## src/rtl/mcu_pkg.sv

```systemverilog
`default_nettype none
// +----------------------------------------------------------------------------+
// | Module : mcu_pkg                                                           |
// | Brief  : Opcodes, FSM state encoding and instruction field positions.      |
// | Rev    : 1.0                                                               |
// +----------------------------------------------------------------------------+
package mcu_pkg;

    localparam logic [3:0] OP_NOP  = 4'h0;
    localparam logic [3:0] OP_LDI  = 4'h1;
    localparam logic [3:0] OP_MOV  = 4'h2;
    localparam logic [3:0] OP_ADD  = 4'h3;
    localparam logic [3:0] OP_SUB  = 4'h4;
    localparam logic [3:0] OP_AND  = 4'h5;
    localparam logic [3:0] OP_OR   = 4'h6;
    localparam logic [3:0] OP_XOR  = 4'h7;
    localparam logic [3:0] OP_IN   = 4'h8;
    localparam logic [3:0] OP_OUT  = 4'h9;
    localparam logic [3:0] OP_JMP  = 4'hA;
    localparam logic [3:0] OP_JZ   = 4'hB;
    localparam logic [3:0] OP_JC   = 4'hC;
    localparam logic [3:0] OP_SIE  = 4'hD;
    localparam logic [3:0] OP_RETI = 4'hE;
    localparam logic [3:0] OP_HALT = 4'hF;

    localparam logic [2:0] ST_FETCH   = 3'd0;
    localparam logic [2:0] ST_DECODE  = 3'd1;
    localparam logic [2:0] ST_EXEC    = 3'd2;
    localparam logic [2:0] ST_IO_WAIT = 3'd3;
    localparam logic [2:0] ST_HALT    = 3'd4;

    localparam int IR_OP_LSB  = 12;
    localparam int IR_RD_LSB  = 10;
    localparam int IR_RS_LSB  = 8;
    localparam int IR_IMM_LSB = 0;

endpackage
`default_nettype wire

```

## src/rtl/mcu_alu.sv

```systemverilog
`default_nettype none
// +----------------------------------------------------------------------------+
// | Module : mcu_alu                                                           |
// | Brief  : Combinational ALU for ADD/SUB/AND/OR/XOR with zero/carry flags.   |
// | Rev    : 1.0                                                               |
// +----------------------------------------------------------------------------+
module mcu_alu
    import mcu_pkg::*;
#(
    parameter int DATA_W = 8
) (
    input  logic [DATA_W-1:0] a,
    input  logic [DATA_W-1:0] b,
    input  logic [3:0]        op,
    output logic [DATA_W-1:0] result,
    output logic              zero,
    output logic              carry
);

    logic [DATA_W:0] w_ext;

    // Extra top bit holds ADD carry-out, or SUB borrow (set when b > a).
    always_comb begin
        w_ext = '0;
        carry = 1'b0;
        case (op)
            OP_ADD: begin
                w_ext = {1'b0, a} + {1'b0, b};
                carry = w_ext[DATA_W];
            end
            OP_SUB: begin
                w_ext = {1'b0, a} - {1'b0, b};
                carry = w_ext[DATA_W];
            end
            OP_AND:  w_ext = {1'b0, a & b};
            OP_OR:   w_ext = {1'b0, a | b};
            OP_XOR:  w_ext = {1'b0, a ^ b};
            default: w_ext = '0;
        endcase
    end

    assign result = w_ext[DATA_W-1:0];
    assign zero   = (result == '0);

endmodule
`default_nettype wire

```

## src/rtl/mcu_core_p.sv

```systemverilog
`default_nettype none
// +----------------------------------------------------------------------------+
// | Module : mcu_core_p                                                        |
// | Brief  : Multi-cycle MCU core with handshaked IO, one interrupt and HALT.  |
// | Rev    : 1.0                                                               |
// +----------------------------------------------------------------------------+
module mcu_core_p
    import mcu_pkg::*;
#(
    parameter int         DATA_W   = 8,
    parameter int         PC_W     = 8,
    parameter int         IO_PORTS = 2,
    parameter logic [7:0] IRQ_VEC  = 8'hF0
) (
    input  logic                         clk,
    input  logic                         reset,
    output logic [PC_W-1:0]              imem_addr,
    input  logic [15:0]                  imem_data,
    input  logic [IO_PORTS*DATA_W-1:0]   io_in_data,
    input  logic [IO_PORTS-1:0]          io_in_valid,
    output logic [IO_PORTS-1:0]          io_in_ack,
    output logic [DATA_W-1:0]            io_out_data,
    output logic [2:0]                   io_out_sel,
    output logic                         io_out_valid,
    input  logic                         io_out_ready,
    input  logic                         irq,
    output logic [PC_W-1:0]              pc_out,
    output logic                         zero,
    output logic                         carry,
    output logic                         halted
);

    logic [2:0]        r_state;
    logic [PC_W-1:0]   r_pc;
    logic [PC_W-1:0]   r_epc;
    logic [15:0]       r_ir;
    logic [DATA_W-1:0] r_regs [4];
    logic              r_zero, r_carry, r_ezero, r_ecarry, r_ie;
    logic [DATA_W-1:0] r_out_data;
    logic [2:0]        r_out_sel;
    logic              r_out_valid;
    logic              r_halted;

    logic [3:0]        w_op;
    logic [1:0]        w_rd, w_rs;
    logic [7:0]        w_imm;
    logic [PC_W-1:0]   w_imm_pc;
    logic [2:0]        w_ch;
    logic              w_in_valid;
    logic [DATA_W-1:0] w_in_data;
    logic              w_in_fire;
    logic              w_irq_take;
    logic [DATA_W-1:0] w_alu_res;
    logic              w_alu_zero, w_alu_carry;

    assign w_op       = r_ir[IR_OP_LSB +: 4];
    assign w_rd       = r_ir[IR_RD_LSB +: 2];
    assign w_rs       = r_ir[IR_RS_LSB +: 2];
    assign w_imm      = r_ir[IR_IMM_LSB +: 8];
    assign w_imm_pc   = PC_W'(w_imm);
    assign w_ch       = 3'({29'd0, w_imm[2:0]} % IO_PORTS);
    assign w_irq_take = irq && r_ie;
    assign w_in_fire  = (r_state == ST_IO_WAIT) && (w_op == OP_IN) && w_in_valid;

    // Channel mux and ack decode; the ack is the same cycle the data is taken.
    always_comb begin
        w_in_valid = 1'b0;
        w_in_data  = '0;
        io_in_ack  = '0;
        for (int k = 0; k < IO_PORTS; k++) begin
            if (w_ch == 3'(k)) begin
                w_in_valid   = io_in_valid[k];
                w_in_data    = io_in_data[k*DATA_W +: DATA_W];
                io_in_ack[k] = w_in_fire;
            end
        end
    end

    mcu_alu #(
        .DATA_W (DATA_W)
    ) u_alu (
        .a      (r_regs[w_rd]),
        .b      (r_regs[w_rs]),
        .op     (w_op),
        .result (w_alu_res),
        .zero   (w_alu_zero),
        .carry  (w_alu_carry)
    );

    always_ff @(posedge clk) begin
        if (reset) begin
            r_state     <= ST_FETCH;
            r_pc        <= '0;
            r_epc       <= '0;
            r_ir        <= '0;
            for (int i = 0; i < 4; i++) r_regs[i] <= '0;
            r_zero      <= 1'b0;
            r_carry     <= 1'b0;
            r_ezero     <= 1'b0;
            r_ecarry    <= 1'b0;
            r_ie        <= 1'b0;
            r_out_data  <= '0;
            r_out_sel   <= '0;
            r_out_valid <= 1'b0;
            r_halted    <= 1'b0;
        end else begin
            case (r_state)
                ST_FETCH: begin
                    // Vectoring spends this FETCH cycle; the handler is fetched next.
                    if (w_irq_take) begin
                        r_epc    <= r_pc;
                        r_ezero  <= r_zero;
                        r_ecarry <= r_carry;
                        r_ie     <= 1'b0;
                        r_pc     <= PC_W'(IRQ_VEC);
                    end else begin
                        r_state <= ST_DECODE;
                    end
                end
                ST_DECODE: begin
                    r_ir    <= imem_data;
                    r_pc    <= r_pc + PC_W'(1);
                    r_state <= ST_EXEC;
                end
                ST_EXEC: begin
                    r_state <= ST_FETCH;
                    case (w_op)
                        OP_NOP: ;
                        OP_LDI: r_regs[w_rd] <= DATA_W'(w_imm);
                        OP_MOV: r_regs[w_rd] <= r_regs[w_rs];
                        OP_ADD, OP_SUB, OP_AND, OP_OR, OP_XOR: begin
                            r_regs[w_rd] <= w_alu_res;
                            r_zero       <= w_alu_zero;
                            r_carry      <= w_alu_carry;
                        end
                        OP_IN:  r_state <= ST_IO_WAIT;
                        OP_OUT: begin
                            r_out_data  <= r_regs[w_rd];
                            r_out_sel   <= w_ch;
                            r_out_valid <= 1'b1;
                            r_state     <= ST_IO_WAIT;
                        end
                        OP_JMP: r_pc <= w_imm_pc;
                        OP_JZ:  if (r_zero)  r_pc <= w_imm_pc;
                        OP_JC:  if (r_carry) r_pc <= w_imm_pc;
                        OP_SIE: r_ie <= w_imm[0];
                        OP_RETI: begin
                            r_pc    <= r_epc;
                            r_zero  <= r_ezero;
                            r_carry <= r_ecarry;
                            r_ie    <= 1'b1;
                        end
                        OP_HALT: begin
                            r_state  <= ST_HALT;
                            r_halted <= 1'b1;
                        end
                        default: ;
                    endcase
                end
                ST_IO_WAIT: begin
                    if (w_op == OP_IN) begin
                        if (w_in_valid) begin
                            r_regs[w_rd] <= w_in_data;
                            r_state      <= ST_FETCH;
                        end
                    end else if (io_out_ready) begin
                        r_out_valid <= 1'b0;
                        r_state     <= ST_FETCH;
                    end
                end
                ST_HALT: begin
                    if (w_irq_take) begin
                        r_epc    <= r_pc;
                        r_ezero  <= r_zero;
                        r_ecarry <= r_carry;
                        r_ie     <= 1'b0;
                        r_pc     <= PC_W'(IRQ_VEC);
                        r_halted <= 1'b0;
                        r_state  <= ST_FETCH;
                    end
                end
                default: r_state <= ST_FETCH;
            endcase
        end
    end

    assign imem_addr    = r_pc;
    assign pc_out       = r_pc;
    assign zero         = r_zero;
    assign carry        = r_carry;
    assign halted       = r_halted;
    assign io_out_data  = r_out_data;
    assign io_out_sel   = r_out_sel;
    assign io_out_valid = r_out_valid;

endmodule
`default_nettype wire

```

## config.mk

```make
export PLATFORM = sky130hd
export DESIGN_NAME = mcu_core_p
export DESIGN_NICKNAME = d
export VERILOG_FILES = /design/src/rtl/mcu_pkg.sv /design/src/rtl/mcu_alu.sv /design/src/rtl/mcu_core_p.sv
export SDC_FILE = /design/constraint.sdc
export NUM_CORES = 1
export LEC_CHECK = 0
export ABC_AREA = 1
export BUFFER_PORTS_ARGS = -buffer_cell sky130_fd_sc_hd__buf_2
export CELL_PAD_IN_SITES_DETAIL_PLACEMENT = 0
export CELL_PAD_IN_SITES_GLOBAL_PLACEMENT = 2
export CORE_ASPECT_RATIO = 1.1
export CORE_MARGIN = 2
export CORE_UTILIZATION = 30
export DETAILED_ROUTE_END_ITERATION = 16
export PLACE_DENSITY_LB_ADDON = 0.1
export SLEW_MARGIN = 20
export SYNTH_ARGS = -nofsm -noshare
export SYNTH_HDL_FRONTEND = slang
export SYNTH_SLANG_ARGS = --single-unit
```

## constraint.sdc

```tcl
create_clock -name clk -period 2.7 [get_ports clk]
set_input_delay 0.54 -clock clk [delete_from_list [all_inputs] [get_ports clk]]
set_output_delay 0.54 -clock clk [all_outputs]
set_load 0.01 [all_outputs]
```

==> out/qor.yml <==
cts_tree: "yes"
synth-edff-count: 32
numCtsBuffers: 9
period_needed_ps: 2737
yosysTopAreaCell: "dfxtp_1"
synth_simple_gate_area_frac: 0.2811
htreeDepth: 3
synth_ff_type: "dfxtp_1"
grt_overflow: 0
io_pins: 71
p_sw_frac: 0.3719
routedWlPerCell_um: 17.24
area.growth.synth_to_final_pct: 39.40
antenna_found_initial: 0
path_class: "flop to flop"
ant_nets: 0
setup_viol: 4
syn_inst: 828
grt_max_degree: 42
drt_iter0_drc: 327
synth_compound_area_frac: 0.1784
max_freq_mhz: 365.3
antenna_cells: 0
firstDrtPassIters: 5
port_buffers: 68
gp_congestion: 0.9089
synth.area.top_cells: "dfxtp_1 19%, edfxtp_1 17%, nand2_1 12%"
synth_commonest_cells: "188 x nand2_1, 105 x inv_1, 93 x nor2_1"
synth_top_family_by_area: "simple AND/OR/NAND/NOR gates"
power_frac_clock: 0.263
hpwl_um: 16420
p_switching_mw: 1.844
maxSlewHeadroom: 0.6266
synthMuxAreaShare: 0
hold_violations: 0
yosysUniqueCellTypes: 45
synth_most_common_cell: "nand2_1"
violations: "negative setup slack"
dieArea_um2: 20290
avgSynthCellArea_um2: 6.945
initial_utilization: 0.3032
coreArea_um2: 18970
synth_area_um2: 5751
nets: 1048
cp_max_fo: 6
internal-power_mw: 3.113
seq_power_share: 0.310
worstPathArrival_ps: 2810
critPathCaptureType: "flop"
yosys_register_bits: 87
vias: 5980
cp.required_ps: 2780
synth-xor-area-share: 0.003046
clk_latency_ps: 350
status: "finished, violations left"
ir_worst_vdd_mv: 0.3618
p_comb_frac: 0.427
drv_slew: 0
drive_above_1_share: 0.3735
hold_ws_ps: 414.7
synth_top_area_frac: 0.1915
grt_pass1_vias: 5865
drc_errors: 0
timing.final.ws_setup_ps: -37.31
vias_per_cell: 4.842
worstSetupStartpointType: "flop"
grtUsageTotal: 0.2105
worstHoldPathType: "input pin to flop"
clkSinkCount: 87
fin_skew_ps: 6.070
synth_fa_ha_area_frac: 0.06136
ys_async_sr_fraction: 0
dieHeight_um: 149.2
clock_tree.root_cell: "clkbuf_16"
ys_seq_area_frac: 0.3586
drv_cap: 0
routed_wl_um: 21290
cts.clk_slew.worst_paths_ps: 60
p_leak_nw: 3.642
yosysWarnings: 0
rsz0062_at_grt: "true"
post-route-period-util: 1.014
dieWidth_um: 136.0
post-place-ws_ps: -644.4
grt_pass1_wl_um: 32130
row_count: 53
power.density_nw_per_um2: 618.3
tightest_slew_ps: 556.7
cts.path.max_buffers: 2
layer usage:
metal / GRT usage / part of all wire / vias to the layer above
met4: 0.07500 / 0.027 / 0
li1: - / - / 3015
met2: 0.3492 / 0.49 / 116
met1: 0.2805 / 0.46 / 2818
met3: 0.02616 / 0.030 / 31
met5: 0 / 0 / -
cell families after synthesis:
kind of cell | after synthesis
AOI/OAI and AO/OA | 181
xor gates and xnor gates | 2
adders and majority gates | 27
buffers and inverters | 158
DFF | 87
other | 1
and+or+nand+nor | 372
layout by cell type, fill, tap and decap left out, types with 4 or more instances in the layout:
cell       instances
edfxtp_1          32
o21ai_1            6
a31oi_1            6
inv_1             77
nand2_1          154
buf_6             13
a21oi_2            7
o21ai_0           54
nand4_1            7
nor2_1            82
buf_2             68
clkbuf_16          9
nor2_2             8
inv_2             39
nand3_2           16
ha_1              13
buf_4             97
o211ai_1           4
a22oi_1            6
nor2_4             9
nand3_1           40
a21oi_1           65
o21ai_2            5
nand2_2           42
dfxtp_1           51
a32oi_2           10
ha_4              10
per-stage QoR:
step                cells  utilization  total power, mW  instance area, um2  TNS (ps)
finish               1235       0.4227            4.957                8016    -99.34
global route         1235       0.4227            5.251                8016     -1841
CTS                  1224       0.4021            4.750                7626    -153.3
detailed placement   1193       0.3615            3.183                6857    -11020
global placement     1193       0.3615            3.191                6857     -9943
floorplan             829            -            2.465                5764         0
sequential cells by signal, summed over array words and instances, names as in the netlist, 3 cells and up, named ones only:
signal and count:
r_state 3, imem_addr 8, io_out_data 8, r_ir 16
r_epc 8, r_regs 32
final cells by class:
class	instances	area, um2
clock buffer	9	225.2
clock inverter	7	82.58
fill	2018	10950
inverter	120	467.9
multi-input combinational	584	3601
sequential	87	2072
tap	247	309.0
timing repair buffer	180	1255
timing repair inverter	1	3.754
final timing paths:
path / startpoint / endpoint / slack, ps / cells past startpoint
setup / recovery: flop / r_regs[1][4]$_SDFFCE_PN0P_ / -40 / 15
hold / removal: io_out_ready / io_out_valid$_SDFFE_PP0P_ / 410 / 2
setup reg to reg: flop / r_regs[1][4]$_SDFFCE_PN0P_ / -40 / 15
hold reg to reg: r_ie$_SDFFE_PP0P_ / r_ie$_SDFFE_PP0P_ / 490 / 2
power groups by stage:
stage / clock (mW) / combinational [mW] / sequential (mW)
after floorplan: 0 / 0.931 / 1.53
after global placement: 0 / 1.63 / 1.56
after detailed placement: 0 / 1.62 / 1.56
after CTS: 1.34 / 1.87 / 1.54
after global routing: 1.39 / 2.31 / 1.55
final: 1.30 / 2.12 / 1.54
worst max-delay path, stage by stage, from the launching register on:
cell and delay (ps):
dfxtp_4 410, buf_6 150, nand2_2 60, a32oi_2 250
inv_2 90, ha_4 170, fa_2 350, inv_2 60
nand2_2 60, nand2_2 80, and2_4 140, o21ai_2 40
nand2_1 60, nand3b_1 200, o21ai_2 240, a21oi_1 100
repair_timing:
item                                    4_1_cts  5_1_grt
pin swaps                                    27       37
hold buffers                                  0        0
buffers inserted                             14       12
endpoints found under the setup margin       30       29
hold endpoints to repair                      0        0
gates cloned                                  1        0
resized for setup                            91       88
Power figures use the tool's default switching activity.
